$ cat src/rtl/toast_redirect_ctrl_if.sv
// ID/IF-side signal bundle for the PC redirect controller.
// The slave modport is the controller; master is the ID/IF side driving it.
interface toast_redirect_ctrl_if #(
    parameter int CNT_WIDTH = 32
);
    logic                 ID_valid_i;
    logic                 ID_branch_taken_i;
    logic [1:0]           ID_branch_op_i;
    logic [31:0]          ID_pc_dest_i;
    logic                 hazard_stall_i;
    logic                 IF_ready_i;
    logic                 pc_sel_o;
    logic [31:0]          pc_target_o;
    logic                 IF_flush_o;
    logic                 pc_hold_o;
    logic                 misalign_o;
    logic                 busy_o;
    logic [CNT_WIDTH-1:0] redirect_count_o;

    modport master (
        output ID_valid_i, ID_branch_taken_i, ID_branch_op_i, ID_pc_dest_i,
               hazard_stall_i, IF_ready_i,
        input  pc_sel_o, pc_target_o, IF_flush_o, pc_hold_o, misalign_o,
               busy_o, redirect_count_o
    );

    modport slave (
        input  ID_valid_i, ID_branch_taken_i, ID_branch_op_i, ID_pc_dest_i,
               hazard_stall_i, IF_ready_i,
        output pc_sel_o, pc_target_o, IF_flush_o, pc_hold_o, misalign_o,
               busy_o, redirect_count_o
    );
endinterface

$ cat src/rtl/toast_redirect_ctrl.sv
// PC redirect sequencer for branches/jumps resolved in ID: zero-latency redirect
// when IF is ready, otherwise holds the target until IF accepts, then a flush window.
module toast_redirect_ctrl #(
    parameter int FLUSH_CYCLES = 1,
    parameter int CNT_WIDTH    = 32
) (
    input  logic                    clk_i,
    input  logic                    resetn_i,
    toast_redirect_ctrl_if.slave    bus
);
    typedef enum logic [1:0] {S_IDLE, S_PEND, S_FLUSH} state_t;

    localparam logic [2:0] FC_LOAD = 3'(FLUSH_CYCLES - 1);
    localparam bit         HAS_WIN = (FLUSH_CYCLES > 1);

    state_t               r_state, w_next;
    logic [31:0]          r_tgt;
    logic [2:0]           r_fcnt;
    logic [CNT_WIDTH-1:0] r_cnt;

    logic [31:0] w_tgt;
    logic        w_req, w_go, w_accept, w_latch;
    logic        w_sel, w_flush, w_hold, w_mis;
    logic [31:0] w_pc_tgt;

    // JALR targets have bit 0 cleared; pc-relative targets pass through untouched.
    assign w_tgt    = bus.ID_branch_op_i[1] ? {bus.ID_pc_dest_i[31:1], 1'b0} : bus.ID_pc_dest_i;
    assign w_req    = bus.ID_valid_i & bus.ID_branch_taken_i & ~bus.hazard_stall_i
                    & (bus.ID_branch_op_i != 2'b00);
    assign w_go     = (r_state == S_IDLE) & w_req & ~w_tgt[1];
    assign w_accept = (w_go | (r_state == S_PEND)) & bus.IF_ready_i;
    assign w_latch  = w_go & ~bus.IF_ready_i;

    always_ff @(posedge clk_i or negedge resetn_i) begin
        if (!resetn_i) begin
            r_state <= S_IDLE;
            r_tgt   <= '0;
            r_fcnt  <= '0;
            r_cnt   <= '0;
        end else begin
            r_state <= w_next;
            if (w_latch)
                r_tgt <= w_tgt;
            if (w_accept)
                r_fcnt <= FC_LOAD;
            else if (r_state == S_FLUSH)
                r_fcnt <= r_fcnt - 3'd1;
            r_cnt <= r_cnt + CNT_WIDTH'(w_accept);
        end
    end

    always_comb begin
        w_next = r_state;
        case (r_state)
            S_IDLE:  if (w_go)
                         w_next = !bus.IF_ready_i ? S_PEND : (HAS_WIN ? S_FLUSH : S_IDLE);
            S_PEND:  if (bus.IF_ready_i)
                         w_next = HAS_WIN ? S_FLUSH : S_IDLE;
            S_FLUSH: if (r_fcnt <= 3'd1)
                         w_next = S_IDLE;
            default: w_next = S_IDLE;
        endcase
    end

    always_comb begin
        w_sel    = 1'b0;
        w_flush  = 1'b0;
        w_hold   = 1'b0;
        w_mis    = 1'b0;
        w_pc_tgt = '0;
        case (r_state)
            S_IDLE: begin
                w_mis = w_req & w_tgt[1];
                if (w_go) begin
                    w_flush  = 1'b1;
                    w_sel    = bus.IF_ready_i;
                    w_hold   = ~bus.IF_ready_i;
                    w_pc_tgt = bus.IF_ready_i ? w_tgt : 32'd0;
                end
            end
            S_PEND: begin
                w_sel    = 1'b1;
                w_flush  = 1'b1;
                w_hold   = ~bus.IF_ready_i;
                w_pc_tgt = r_tgt;
            end
            S_FLUSH: w_flush = 1'b1;
            default: ;
        endcase
    end

    // Combinational paths from ID are masked so every output reads 0 in reset.
    assign bus.pc_sel_o         = w_sel & resetn_i;
    assign bus.pc_target_o      = resetn_i ? w_pc_tgt : 32'd0;
    assign bus.IF_flush_o       = w_flush & resetn_i;
    assign bus.pc_hold_o        = w_hold & resetn_i;
    assign bus.misalign_o       = w_mis & resetn_i;
    assign bus.busy_o           = (r_state != S_IDLE) & resetn_i;
    assign bus.redirect_count_o = r_cnt;
endmodule

$ cat src/flat_wrapper.sv
// flat-port wrapper written by rule: the top's interface ports become plain ports
module toast_redirect_ctrl_flat 
#(
    parameter int FLUSH_CYCLES = 1,
    parameter int CNT_WIDTH    = 32
)
  (clk_i, resetn_i, bus_ID_valid_i, bus_ID_branch_taken_i, bus_ID_branch_op_i, bus_ID_pc_dest_i, bus_hazard_stall_i, bus_IF_ready_i, bus_pc_sel_o, bus_pc_target_o, bus_IF_flush_o, bus_pc_hold_o, bus_misalign_o, bus_busy_o, bus_redirect_count_o);
  toast_redirect_ctrl_if #(.CNT_WIDTH(CNT_WIDTH)) bus_i ();
  input  logic clk_i;
  input  logic resetn_i;
  input wire logic [$bits(bus_i.ID_valid_i)-1:0] bus_ID_valid_i;
  input wire logic [$bits(bus_i.ID_branch_taken_i)-1:0] bus_ID_branch_taken_i;
  input wire logic [$bits(bus_i.ID_branch_op_i)-1:0] bus_ID_branch_op_i;
  input wire logic [$bits(bus_i.ID_pc_dest_i)-1:0] bus_ID_pc_dest_i;
  input wire logic [$bits(bus_i.hazard_stall_i)-1:0] bus_hazard_stall_i;
  input wire logic [$bits(bus_i.IF_ready_i)-1:0] bus_IF_ready_i;
  output wire logic [$bits(bus_i.pc_sel_o)-1:0] bus_pc_sel_o;
  output wire logic [$bits(bus_i.pc_target_o)-1:0] bus_pc_target_o;
  output wire logic [$bits(bus_i.IF_flush_o)-1:0] bus_IF_flush_o;
  output wire logic [$bits(bus_i.pc_hold_o)-1:0] bus_pc_hold_o;
  output wire logic [$bits(bus_i.misalign_o)-1:0] bus_misalign_o;
  output wire logic [$bits(bus_i.busy_o)-1:0] bus_busy_o;
  output wire logic [$bits(bus_i.redirect_count_o)-1:0] bus_redirect_count_o;
  assign bus_i.ID_valid_i = bus_ID_valid_i;
  assign bus_i.ID_branch_taken_i = bus_ID_branch_taken_i;
  assign bus_i.ID_branch_op_i = bus_ID_branch_op_i;
  assign bus_i.ID_pc_dest_i = bus_ID_pc_dest_i;
  assign bus_i.hazard_stall_i = bus_hazard_stall_i;
  assign bus_i.IF_ready_i = bus_IF_ready_i;
  assign bus_pc_sel_o = bus_i.pc_sel_o;
  assign bus_pc_target_o = bus_i.pc_target_o;
  assign bus_IF_flush_o = bus_i.IF_flush_o;
  assign bus_pc_hold_o = bus_i.pc_hold_o;
  assign bus_misalign_o = bus_i.misalign_o;
  assign bus_busy_o = bus_i.busy_o;
  assign bus_redirect_count_o = bus_i.redirect_count_o;
  toast_redirect_ctrl #(.FLUSH_CYCLES(FLUSH_CYCLES), .CNT_WIDTH(CNT_WIDTH)) u_core (.clk_i(clk_i), .resetn_i(resetn_i), .bus(bus_i));
endmodule
$ cat config.mk
export PLATFORM = sky130hd
export DESIGN_NAME = toast_redirect_ctrl_flat
export DESIGN_NICKNAME = d
export VERILOG_FILES = /design/src/rtl/toast_redirect_ctrl_if.sv /design/src/rtl/toast_redirect_ctrl.sv /design/src/flat_wrapper.sv
export SDC_FILE = /design/constraint.sdc
export NUM_CORES = 1
export LEC_CHECK = 0
export BUFFER_PORTS_ARGS = -buffer_cell sky130_fd_sc_hd__buf_4
export CORE_MARGIN = 3
export CORE_UTILIZATION = 45
export CTS_CLUSTER_SIZE = 28
export DETAILED_ROUTE_END_ITERATION = 7
export GPL_TIMING_DRIVEN = 0
export HOLD_SLACK_MARGIN = 0.05
export MAX_ROUTING_LAYER = met4
export PLACE_DENSITY = 0.76
export SETUP_SLACK_MARGIN = 0.15
export SLEW_MARGIN = 20
export SYNTH_ARGS = -nofsm -noshare
export SYNTH_HDL_FRONTEND = slang
export SYNTH_SLANG_ARGS = --single-unit
$ cat constraint.sdc
create_clock -name clk_i -period 2.4 [get_ports clk_i]
set_clock_uncertainty 0.1 [all_clocks]
set_input_delay 0.12 -clock clk_i [delete_from_list [all_inputs] [get_ports clk_i]]
set_output_delay 0.12 -clock clk_i [all_outputs]
set_load 0.02 [all_outputs]
==> results of run 1 <==
## metrics by stage
step           cell area, µm²  worst slack (ps)
2_1_floorplan            3140              -178
3_3_place_gp             4050              -533
3_5_place_dp             4050              -542
4_1_cts                  4650             -18.4
5_1_grt                  5020              -154
6_report                 5020             -10.1
## area by class of cell
class | count | area, µm² | area share
Sequential cell | 65 | 1630 | 0.324
Multi-Input combinational cell | 166 | 1580 | 0.314
Timing Repair Buffer | 156 | 1400 | 0.278
Clock buffer | 14 | 173 | 0.0344
Buffer | 13 | 97.6 | 0.0194
Tap cell | 77 | 96.3 | 0.0192
Clock inverter | 2 | 35.0 | 0.00698
Inverter | 4 | 15.0 | 0.00299
## registers in the layout (all words and copies together) (netlist names)
signal,flops
u_core.bus.redirect_count_o,32
u_core.r_tgt,32
u_core.r_state,1
## layout by cell type (no fill, tap or decap), drive strengths merged
cell / count
nor2b: 4
ha: 3
nand3: 13
mux2: 31
dlygate4sd3: 31
and2: 1
or2: 2
nor3b: 1
nand2: 12
or4: 1
buf: 132
clkinv: 1
xnor2: 15
dfrtp: 65
a22o: 31
and3: 4
inv: 4
clkbuf: 20
nand4bb: 1
nor2: 7
nand4: 7
bufinv: 1
nor3: 8
nor4: 9
xor2: 15
and4: 1
## power breakdown
part	total [W]	switching, W	internal, W	leakage, nW
Sequential	0.00135	0.000108	0.00124	0.842
Clock	0.000957	0.000393	0.000565	0.107
Combinational	0.000410	0.000173	0.000236	1.57
Total	0.00272	0.000674	0.00205	2.52
## timing repair
| item | 4_1_cts | 5_1_grt |
|---|---|---|
| setup endpoints to repair | 56 | 53 |
| resized for setup | 14 | 65 |
| pin swaps | 4 | 48 |
| setup buffers | 3 | 11 |
| endpoints found under the hold margin | 96 | 65 |
| cloned | 0 | 3 |
## Yosys cell counts
cell type,n,area [µm²]
sky130_fd_sc_hd__and2_1,1,6.26
sky130_fd_sc_hd__and3_1,4,25.0
sky130_fd_sc_hd__ha_1,3,37.5
sky130_fd_sc_hd__nor3_1,4,20.0
sky130_fd_sc_hd__nor4_1,2,12.5
sky130_fd_sc_hd__nor2_1,7,26.3
sky130_fd_sc_hd__and4_1,1,8.76
sky130_fd_sc_hd__mux2_2,25,282
sky130_fd_sc_hd__buf_6,1,11.3
sky130_fd_sc_hd__xor2_1,15,131
sky130_fd_sc_hd__or4_4,1,11.3
sky130_fd_sc_hd__clkbuf_1,6,22.5
sky130_fd_sc_hd__nand3_1,13,65.1
sky130_fd_sc_hd__a22o_1,31,272
sky130_fd_sc_hd__inv_1,4,15.0
sky130_fd_sc_hd__or2_2,2,12.5
sky130_fd_sc_hd__mux2_1,6,67.6
sky130_fd_sc_hd__nor3_2,4,40.0
sky130_fd_sc_hd__nor4_2,5,62.6
sky130_fd_sc_hd__nand4_2,1,12.5
sky130_fd_sc_hd__nor3b_1,1,7.51
sky130_fd_sc_hd__xnor2_1,15,131
sky130_fd_sc_hd__nor4_4,2,42.5
sky130_fd_sc_hd__nor2b_1,4,25.0
sky130_fd_sc_hd__nand2_1,12,45.0
sky130_fd_sc_hd__nand4_1,6,37.5
sky130_fd_sc_hd__nand4bb_1,1,11.3
sky130_fd_sc_hd__dfrtp_1,65,1630
sky130_fd_sc_hd__buf_2,6,30.0
## metal layers
metal	wire length, µm	up-vias	global-route usage
met3	588	12	0.0396
met2	4320	118	0.325
met1	3500	1334	0.247
met5	0	-	-
met4	129	0	0.0853
li1	-	1233	-
## worst max path at each step
stage,to,depth (start not counted),startpoint
finish,u_core.bus.redirect_count_o[22]$_DFF_PN0_,11,u_core.r_state[0]$_DFFE_PN0P_
global route,u_core.bus.redirect_count_o[24]$_DFF_PN0_,10,u_core.r_state[0]$_DFFE_PN0P_
CTS,u_core.bus.redirect_count_o[22]$_DFF_PN0_,11,u_core.r_state[0]$_DFFE_PN0P_
detailed placement,u_core.bus.redirect_count_o[14]$_DFF_PN0_,10,u_core.r_state[0]$_DFFE_PN0P_
global placement,u_core.bus.redirect_count_o[14]$_DFF_PN0_,10,u_core.r_state[0]$_DFFE_PN0P_
floorplan,u_core.bus.redirect_count_o[14]$_DFF_PN0_,10,u_core.r_state[0]$_DFFE_PN0P_
## cell families after synthesis
group | count (synthesis)
AND/OR/NAND/NOR | 71
XOR/XNOR | 30
buffers and inverters | 17
multiplexers | 31
adder cells (fa/ha/maj) | 3
flip-flops | 65
AO/OA/AOI/OAI | 31
==> results by stage, run 1 <==
Worst setup path:
- The worst register-to-register path ends at u_core.bus.redirect_count_o[22]$_DFF_PN0_.
- The critical path goes through nand4bb_4, nor3_4, nor2_4, nor2b_2, ha_2, ha_4, nand4_1, buf_6, buf_6, nor3_4, xor2_1.
- At the worst endpoint, the arrival time is 2570 ps.
- For this run, the slowest stage of the critical path takes ~380 ps.
- The endpoint kind of the worst setup timing path is a flip-flop.
- Together, buffers and inverters on the worst path number 2.
- The critical-path cell with the highest stage delay is sky130_fd_sc_hd__dfrtp_1.
- The type of the worst setup path is reg -> reg.
- Of all nets on the critical path, the largest fanout is 6.
- STA classifies the critical path startpoint as a flip-flop.
- Across all register-to-register paths, the minimum setup slack is -10 ps.
- The number of cells on the worst reg-to-reg path is 11.
- In this design, the largest share of critical-path delay is due to simple AND/OR/NAND/NOR gates.
- For the worst setup path, the data required time is 2560 ps.
- The startpoint identified for the worst register-to-register timing path is u_core.r_state[0]$_DFFE_PN0P_.

Floorplan:
- Measured along the x axis, the die boundary spans 89.0 µm.
- Pin placement for this block handled between 100 and 150 I/O pins.
- The area of the die is 0.00792 mm².
- The die outline height is about 90 µm.
- The initial utilization of the core area, before any placement, comes to 0.477.
- The area inside the core boundary is 0.00649 mm².
- The floorplan has 29 rows.

STA:
- Setup violations remaining at the end of the flow were counted as 2.
- Setup repair after global routing could not meet its margin everywhere.
- The achievable frequency is roughly 0.41 GHz.
- The worst path setup slack after routing is -10.1 ps.
- In this run the tightest slew margin relative to its limit is 0.512.
- The actual transition at the worst max-transition pin is 732 ps.
- The final hold violation count is 65.
- The final-layout worst hold slack is -330 ps.
- Summed over all failing endpoints, the final setup total negative slack is -11.8 ps.
- Subtracting the final worst setup slack from the clock period gives 2410 ps.
- The final clock period utilization by the worst path is 1.00.
- The max-slew violation count was 0.

Detailed routing:
- The via count of the routed design is 2697.
- The per-cell routed wire length is 17.2 µm.
- The remaining number of nets flagged by the antenna check after routing is 0.
- The final wirelength is 8540 µm.
- The first detailed-routing pass ran for 5 iterations.
- The first routing iteration left 78 violations.
- Dividing the detail-routed via count by the number of cells gives 5.43.
- The total DRC errors in the routed layout is 0.

Synthesis:
- After synthesis the netlist holds a flip-flop and latch count of 65.
- The cell area that synthesis handed to floorplanning was 0.00310 mm².
- Counting every net in the synthesized netlist gives 291.
- The number of warning messages in the yosys log is 0.
- Of the total synthesized cell area, the portion taken by AND, OR, NAND and NOR gates is 0.152.
- Of the total synthesized cell area, the portion taken by full adders, half adders and majority gates is 0.0121.
- The synthesized netlist contains 29 unique library cells.
- The synthesized area per cell is 12.5 µm².
- The dominant combinational cell family by area after synthesis is simple AND/OR/NAND/NOR gates.
- The xor and xnor area share after synthesis is 0.0848.
- The complex-gate fraction of the synthesized area is 0.0876.
- The share of synthesized area spent on multiplexers is 0.113.
- The fraction of the yosys area taken by sequential cells is 0.525.
- The number of instances in the synthesized netlist is between 200 and 250.

Clocking:
- CTS built an H-tree with a depth of 3.
- The source-to-sink clock delay at the later pin of the worst-skew pair is ~330 ps.
- Hold repair after CTS inserted 31 buffers.
- The number of buffers created by CTS is 9.
- The maximum number of buffers from clock root to sink is 2.
- The clock transition at the register clock pins on the worst setup and hold paths after CTS is around 70 ps.
- The total number of clock tree sinks is between 60 and 70.
- The buffer type at the clock tree root is sky130_fd_sc_hd__clkbuf_8.
- TritonCTS built the clock tree.

Finish:
- In the final design database the tool counted 458 nets.
- The final cell utilization of the core is 0.773.
- The repair_antennas step left the layout with diodes totalling 0.
- After the flow finishes, the layout carries non-filler instances totaling 497.
- The number of fillers in the final layout is 376.
- In the final layout, the share of cells above drive strength 1 is 0.493.
- The layout overhead on the synthesized area is 62.0%.

Placement:
- The routability congestion estimate is 0.791.
- After detailed placement, the design holds a cell count of 433.
- Detailed placement finished with a half-perimeter wire length of 5010 µm.
- Port buffering added 108 buffers.

Global routing:
- The number of antenna violations at the first check in global routing is 0.
- Across every metal layer, demand over resource in global routing totals 0.201.
- The leftover overflow at the end of global routing is 0.
- The via count of the first global-routing pass is between 2000 and 3000.
- The first global-routing pass estimated 11900 µm of wire.
- The maximum number of pins on one net before global-route repair is 72.

Power:
- Power spread over the standard cell area amounts to 542 mW/mm².
- The peak supply drop is between 0.0003 and 0.0004 V.
- In this run the static leakage power is roughly 2.5 nW.
- The power after layout is 0.00272 W.

Status:
- The flow ran to the end, but the final reports show violations.
- The final reports fail on negative hold slack, negative setup slack.

Run:
- Max-cap violations in this run came to 0.

Min path:
- The worst min-delay path category is in -> async.
Note: power is estimated with default switching activity, not from simulation.
==> run 2, diff against run 1 <==
Settings changed: CORE_ASPECT_RATIO set to 1.25, SKIP_CTS_REPAIR_TIMING set to 1.
==> run 2 against run 1 <==
  * The run still ends with negative hold slack, negative setup slack left
  * First-iteration DRC count increased by 14%
  * Non-clock buffer count shrank 1
  * Via count shrank 2.5%
  * Final cell count rose by 1.8%
  * Die area barely moved
  * Worst setup slack got worse by 15 ps
  * Sequential share of layout area fell by 0.26 points
  * Fmax fell by 0.62%
  * Register-to-register slack about the same
  * Flip-flop and latch count is the same
  * Critical path type unchanged
  * Largest cell class unchanged
==> results by stage, run 2 (synthesis gave the netlist of run 1 again) <==
Clocking:
- The cell sitting at the root of the clock tree is a sky130_fd_sc_hd__clkbuf_8.
- The number of buffers created by CTS is 9 (unchanged).
- The number of levels in the clock H-tree came to 3 (unchanged).
- The clock transition at the register clock pins on the worst setup and hold paths after CTS is 70 ps (about the same).
- The source-to-sink clock delay at the later pin of the worst-skew pair was 330 ps (about the same).
- The total number of clock tree sinks is 65 (unchanged).
- The maximum number of buffers from clock root to sink is 2 (unchanged).
- The clock tree from TritonCTS is yes.

Detailed routing:
- The first-pass detailed-route iteration total is 4 (-1).
- The per-cell routed wire length is 16.7 µm (-2.9%).
- The total DRC errors in the routed layout is 0 (unchanged).
- The final wirelength is 8440 µm (-1.1%).
- The remaining number of nets flagged by the antenna check after routing is 0 (unchanged).
- The detailed-route vias per instance is 5.20 (-4.3%).
- The via count of the routed design is 2629 (-2.5%).
- The detailed router's first-iteration violation count is 89 (+14%).

Global routing:
- The number of antenna violations at the first check in global routing was 0 (unchanged).
- The highest-utilization routing layer at the global route stage is met2.
- The met2 routing resource usage after global routing came to 0.289 (-0.0363).
- The via count of the first global-routing pass was 2401 (-4.9%).
- The maximum number of pins on one net before global-route repair is 72 (unchanged).
- The overall routing resource usage is 0.184 (-0.0168).
- The global-route wire length before repair is 11300 µm (-5.2%).
- The leftover overflow at the end of global routing is 0 (unchanged).
- The met1 demand-to-capacity share in global routing is 0.235 (-0.0117).
- The met3 routing resource usage after global routing is 0.0439 (+0.00424).

Floorplan:
- The area of the die came to 0.00792 mm² (about the same).
- The initial core utilization came to 0.469 (-0.00804).
- The area inside the core boundary is 0.00661 mm² (+1.7%).
- The width of the die was 80.2 µm (-9.8%).
- The number of ports placed on the die boundary is 109 (unchanged).
- The die outline height came to 98.8 µm (+11%).
- The number of placement rows is 33 (+14%).

Status:
- The final reports fail on negative hold slack, negative setup slack.
- The flow ran to the end, but the final reports show violations.

Run:
- The max-cap check violation count came to 0 (unchanged).

STA:
- The number of endpoints failing setup at the final stage is 2 (unchanged).
- Setup repair after global routing could not meet its margin everywhere.
- The worst path setup slack after routing came to -25.1 ps (-14.9 ps).
- The sum of negative setup slack came to -31.1 ps (-19.3 ps).
- The remaining max-slew budget at the tightest pin is 0.591 (+0.0789).
- The max-slew violation count is 0 (unchanged).
- The shortest period the worst path allows is 2430 ps (+14.9 ps).
- The final hold violation count is 65 (unchanged).
- The final-layout worst hold slack came to -328 ps (+2.13 ps).
- The achievable frequency is 0.412 GHz (-0.62%).
- The actual transition at the worst max-transition pin was 613 ps (-118 ps).
- The final clock period utilization by the worst path is 1.01 (+0.00623).

Worst setup path:
- The worst setup path is launched from a flip-flop.
- The worst endpoint data arrival time is 2540 ps (-30 ps).
- The data required time at the worst endpoint is 2520 ps (-40 ps).
- The number of cells on the worst reg-to-reg path was 11 (unchanged).
- The type of the worst setup path is reg -> reg.
- The maximum fanout count along the critical path came to 4 (-2).
- The endpoint kind of the worst setup timing path is a flip-flop.

Finish:
- The fraction of layout instances using a drive strength above 1 is 0.492 (-0.00121).
- The filler-free cell count of the finished design is 506 (+1.8%).
- Compared with the post-synthesis result, the final layout area differs by 63.3%.
- The most frequent standard cell in the layout excluding fill and tap cells is sky130_fd_sc_hd__buf_4.
- In the layout the commonest cells are sky130_fd_sc_hd__buf_4 (85), sky130_fd_sc_hd__dfrtp_1 (65), sky130_fd_sc_hd__buf_6 (39).
- The final cell utilization of the core was 0.766 (-0.00677).
- The post-layout net count is 457 (-0.22%).
- The number of antenna diodes is 0 (unchanged).

Placement:
- The count of port buffers added during placement came to 108 (unchanged).
- The routability congestion estimate came to 0.777 (-1.8%).
- The number of cells after detailed placement is 443 (+2.3%).
- The final HPWL from detailed placement came to 5070 µm (+1.3%).

Power:
- The power after layout is 0.00268 W (-1.6%).
- The power per standard cell area is 529 mW/mm² (-2.4%).
- The peak supply drop is 0.000307 V (+1.3%).
- The total leakage power is 2.49 nW (-1.5%).

Min path:
- The worst min-delay path category is in -> async.
run 2: cell count changes in the layout (fill, tap and decap cells not counted), moves of 2 or more:
cell and change:
sky130_fd_sc_hd__buf_4 -4, sky130_fd_sc_hd__clkbuf_2 -3, sky130_fd_sc_hd__clkbuf_8 -3, sky130_fd_sc_hd__clkinv_2 +2, sky130_fd_sc_hd__ha_2 -2, sky130_fd_sc_hd__ha_4 +2, sky130_fd_sc_hd__nor3_2 -3, sky130_fd_sc_hd__nor3_4 +2
sky130_fd_sc_hd__nor4_2 +3, sky130_fd_sc_hd__nor4_4 -3
run 2: area by class of cell:
class	instances	area, µm²
buffer	13	97.6
clock buffer	9	124
clock inverter	7	70.1
fill	395	1550
inverter	4	15.0
multi-input combinational	166	1590
sequential	65	1630
tap	87	109
timing repair buffer	155	1420
run 2: worst max-delay path, cell delays in order, from the launching register on:
cell	delay, ps
sky130_fd_sc_hd__dfrtp_1	410
sky130_fd_sc_hd__nand4bb_4	280
sky130_fd_sc_hd__nor3_4	230
sky130_fd_sc_hd__nor2_4	80
sky130_fd_sc_hd__nor2b_4	140
sky130_fd_sc_hd__ha_4	150
sky130_fd_sc_hd__ha_4	130
sky130_fd_sc_hd__nand4_1	220
sky130_fd_sc_hd__buf_4	220
sky130_fd_sc_hd__nor2_4	120
sky130_fd_sc_hd__nand3_2	90
sky130_fd_sc_hd__xnor2_1	130
run 2: through the flow:
stage          instance area, µm²  setup slack (ps)  hold slack (ps)
4_1_cts                      4260              -619             -188
2_1_floorplan                3140              -178             -276
3_3_place_gp                 4060              -568              181
5_1_grt                      5060              -179             -298
6_report                     5060             -25.1             -328
3_5_place_dp                 4060              -614              181
run 2: path summary, 6_finish.rpt:
check,from,endpoint,slack (ps)
worst max-delay path,u_core.r_state[0]$_DFFE_PN0P_,u_core.bus.redirect_count_o[10]$_DFF_PN0_,-30
worst min-delay path,resetn_i,u_core.r_tgt[2]$_DFFE_PN0P_,-330
worst max register to register,u_core.r_state[0]$_DFFE_PN0P_,u_core.bus.redirect_count_o[10]$_DFF_PN0_,-30
worst min register to register,u_core.bus.redirect_count_o[31]$_DFF_PN0_,u_core.bus.redirect_count_o[31]$_DFF_PN0_,380
max in group asynchronous,resetn_i,u_core.r_tgt[13]$_DFFE_PN0P_,2100
min in group clk_i,bus_ID_pc_dest_i[1],u_core.r_state[0]$_DFFE_PN0P_,110
run 2: metal layers:
metal / part of all wire / vias up
met5: 0 / -
met4: 0.014 / 0
met3: 0.054 / 12
met2: 0.51 / 93
met1: 0.42 / 1291
li1: - / 1233
run 2: power by group:
| group | total (W) | internal (W) | switching, W |
|---|---|---|---|
| sequential | 0.00136 | 0.00124 | 0.000114 |
| clock | 0.000908 | 0.000479 | 0.000429 |
| combinational | 0.000412 | 0.000241 | 0.000171 |
| total | 0.00268 | 0.00196 | 0.000714 |
==> run 3, diff against run 2 <==
Settings changed: CORE_UTILIZATION 45 to 50, PLACE_DENSITY 0.76 to 0.8.
Clock period 2.4 ns to 2.7 ns, I/O delays scaled along.
==> run 3 against run 2 <==
  * The run ends with negative hold slack left
  * Total power shrank 14%
  * First-iteration DRC count increased by 42%
  * Global-route usage rose by 2.1 points
  * Combinational power fell by 16%
  * Routed wire length decreased by 8.5%
  * Fmax fell by 0.45%
==> results by stage, run 3 (synthesis gave the netlist of run 1 again) <==
Status:
- The flow ran to the end, but the final reports show violations.
- The checks that failed: negative hold slack.

Detailed routing:
- The first-pass detailed-route iteration total is 4 (unchanged).
- The detailed router's first-iteration violation count came to 126 (+42%).
- The remaining number of nets flagged by the antenna check after routing is 0 (unchanged).
- The via count of the routed design is 2546 (-3.2%).
- The final wirelength is 7720 µm (-8.5%).
- The per-cell routed wire length came to 15.7 µm (-5.7%).
- The total DRC errors in the routed layout came to 0 (unchanged).
- The detailed-route vias per instance is 5.19 (-0.20%).

STA:
- The sum of negative setup slack is 0 ps (+31.1 ps).
- The remaining max-slew budget at the tightest pin was 0.442 (-0.149).
- Setup repair after global routing could not meet its margin everywhere.
- The final-layout worst hold slack is -201 ps (+127 ps).
- The actual transition at the worst max-transition pin is 838 ps (+224 ps).
- The shortest period the worst path allows is 2440 ps (+11.1 ps).
- The number of endpoints failing setup at the final stage is 0 (-2).
- The achievable frequency was 0.410 GHz (-0.45%).
- The final hold violation count is 65 (unchanged).
- The max-slew violation count came to 0 (unchanged).
- The final clock period utilization by the worst path was 0.902 (-0.108).

Power:
- The power after layout is 0.00231 W (-14%).
- The power dissipated by switching net loads came to 0.000589 W (-17%).
- The peak supply drop is 0.000308 V (+0.36%).
- The portion of total power attributed to combinational logic is 0.151 (-0.003).
- The switching share of total power is 0.255 (-0.0120).
- The portion of total power attributed to sequential cells is 0.517 (+0.010).
- The power share of the clock group was 0.332 (-0.007).
- The power per standard cell area came to 500 mW/mm² (-5.6%).
- The total leakage power is 2.31 nW (-7.0%).
- The internal portion of total power is 0.00172 W (-12%).

Finish:
- The most frequent standard cell in the layout excluding fill and tap cells is sky130_fd_sc_hd__buf_4.
- In the layout the commonest cells are sky130_fd_sc_hd__buf_4 (113), sky130_fd_sc_hd__dfrtp_1 (65), sky130_fd_sc_hd__a22o_1 (31), sky130_fd_sc_hd__dlygate4sd3_1 (31), sky130_fd_sc_hd__mux2_2 (25).
- The fraction of layout instances using a drive strength above 1 is 0.450 (-0.0418).
- The layout overhead on the synthesized area is 49.5%.
- The number of fillers in the final layout is 411 (+4.1%).
- The post-layout net count was 448 (-2.0%).
- The number of antenna diodes is 0 (unchanged).

Worst setup path:
- The maximum fanout count along the critical path came to 7 (+3).
- The critical path goes through nand4bb_4, nor3_4, nor2_4, nor2b_2, ha_2, ha_4, nand4_1, buf_6, nor2_2, nand3_1, xnor2_1.
- Among all stages on the critical path, the largest delay is contributed by sky130_fd_sc_hd__dfrtp_1.
- Among cell families on the critical path, the largest total delay comes from simple AND/OR/NAND/NOR gates.
- The sum of buffers and inverters on the critical path came to 1 (unchanged).
- The worst endpoint data arrival time is 2550 ps (about the same).
- STA classifies the critical path endpoint as a flip-flop.
- The worst setup path is launched from a flip-flop.
- The data required time at the worst endpoint is 2810 ps (+290 ps).
- The critical path is of the reg -> reg type.
- The highest cell delay on the worst timing path is 400 ps (about the same).

Placement:
- The final HPWL from detailed placement is 5090 µm (+0.26%).
- The routability congestion estimate was 0.824 (+6.1%).
- The count of port buffers added during placement is 108 (unchanged).

Global routing:
- The number of antenna violations at the first check in global routing is 0 (unchanged).
- The global-route wire length before repair is 11400 µm (+1.3%).
- The maximum number of pins on one net before global-route repair was 72 (unchanged).
- The leftover overflow at the end of global routing is 0 (unchanged).
- The via count of the first global-routing pass was 2400 (-0.042%).
- The overall routing resource usage is 0.205 (+0.0205).

Floorplan:
- The area of the die came to 0.00718 mm² (-9.3%).
- The initial core utilization came to 0.525 (+0.0565).
- The number of placement rows is 31 (-6.1%).
- The number of ports placed on the die boundary is 109 (unchanged).
- The width of the die was 76.4 µm (-4.7%).
- The area inside the core boundary is 0.00590 mm² (-11%).
- The die outline height is 94.0 µm (-4.8%).

Min path:
- The tightest min-delay check is of the in -> async type.

Clocking:
- The number of buffers created by CTS is 9 (unchanged).
- The clock transition at the register clock pins on the worst setup and hold paths after CTS is 70 ps (about the same).
- The number of levels in the clock H-tree came to 3 (unchanged).
- TritonCTS built the clock tree.
- The source-to-sink clock delay at the later pin of the worst-skew pair is 330 ps (about the same).
- The buffer type at the clock tree root is sky130_fd_sc_hd__clkbuf_8.
- The maximum number of buffers from clock root to sink is 2 (unchanged).
- The total number of clock tree sinks was 65 (unchanged).

Run:
- The max-cap check violation count came to 0 (unchanged).
==> run 3: cell types whose count changed in the layout (fill, tap and decap cells not counted), sizes merged <==
cell and delta:
inv -1, clkinv -1, clkbuf +1, buf -8, clkinvlp -1
==> run 3: routing by layer <==
metal  up-vias  share of wire  GRT usage
met1      1236           0.42      0.241
met4         0         0.0098     0.0680
met2        94           0.51      0.343
met5         -              0          -
met3         8          0.061     0.0557
li1       1208              -          -
==> run 3: per-stage QoR <==
| step | instances | area (µm²) | worst slack (ps) | utilization |
|---|---|---|---|---|
| floorplan | 248 | 3140 | 121 | - |
| detailed placement | 438 | 4060 | -324 | 0.688 |
| global placement | 438 | 4060 | -296 | 0.688 |
| global route | 491 | 4630 | 121 | 0.785 |
| CTS | 453 | 4230 | -348 | 0.718 |
| finish | 491 | 4630 | 264 | 0.785 |
==> run 3: worst register-to-register path, stage by stage, from the launching register on <==
cell and delay (ps):
sky130_fd_sc_hd__dfrtp_1 400, sky130_fd_sc_hd__nand4bb_4 240, sky130_fd_sc_hd__nor3_4 230, sky130_fd_sc_hd__nor2_4 60, sky130_fd_sc_hd__nor2b_2 150, sky130_fd_sc_hd__ha_2 200, sky130_fd_sc_hd__ha_4 140, sky130_fd_sc_hd__nand4_1 200
sky130_fd_sc_hd__buf_6 220, sky130_fd_sc_hd__nor2_2 130, sky130_fd_sc_hd__nand3_1 110, sky130_fd_sc_hd__xnor2_1 140
==> run 3: final timing paths <==
path | start | endpoint | slack (ps) | cells after the start
max reg2reg | u_core.r_state[0]$_DFFE_PN0P_ | u_core.bus.redirect_count_o[10]$_DFF_PN0_ | 260 | 11
max in group asynchronous | resetn_i | u_core.bus.redirect_count_o[21]$_DFF_PN0_ | 2150 | 1
min in group clk_i | bus_ID_pc_dest_i[1] | u_core.r_state[0]$_DFFE_PN0P_ | 60 | 4
min reg2reg | u_core.bus.redirect_count_o[31]$_DFF_PN0_ | u_core.bus.redirect_count_o[31]$_DFF_PN0_ | 380 | 1
min | resetn_i | u_core.r_tgt[27]$_DFFE_PN0P_ | -200 | 1
max | u_core.r_state[0]$_DFFE_PN0P_ | u_core.bus.redirect_count_o[10]$_DFF_PN0_ | 260 | 11
==> run 3: cell type report <==
class / instances / area [µm²] / share of cell area
multi-input combinational: 166 / 1470 / 0.316
tap: 82 / 103 / 0.0222
clock buffer: 11 / 131 / 0.0284
inverter: 4 / 15.0 / 0.00324
buffer: 13 / 63.8 / 0.0138
clock inverter: 4 / 45.0 / 0.00973
timing repair buffer: 146 / 1180 / 0.255
sequential: 65 / 1630 / 0.351
==> run 3: power groups by stage <==
stage	sequential [W]	clock, W	combinational [W]
final	0.00120	0.000768	0.000348
after global routing	0.00121	0.000828	0.000379
after CTS	0.00119	0.000781	0.000310
after detailed placement	0.00121	0	0.000308
after global placement	0.00120	0	0.000299
after floorplan	0.00122	0	0.000138
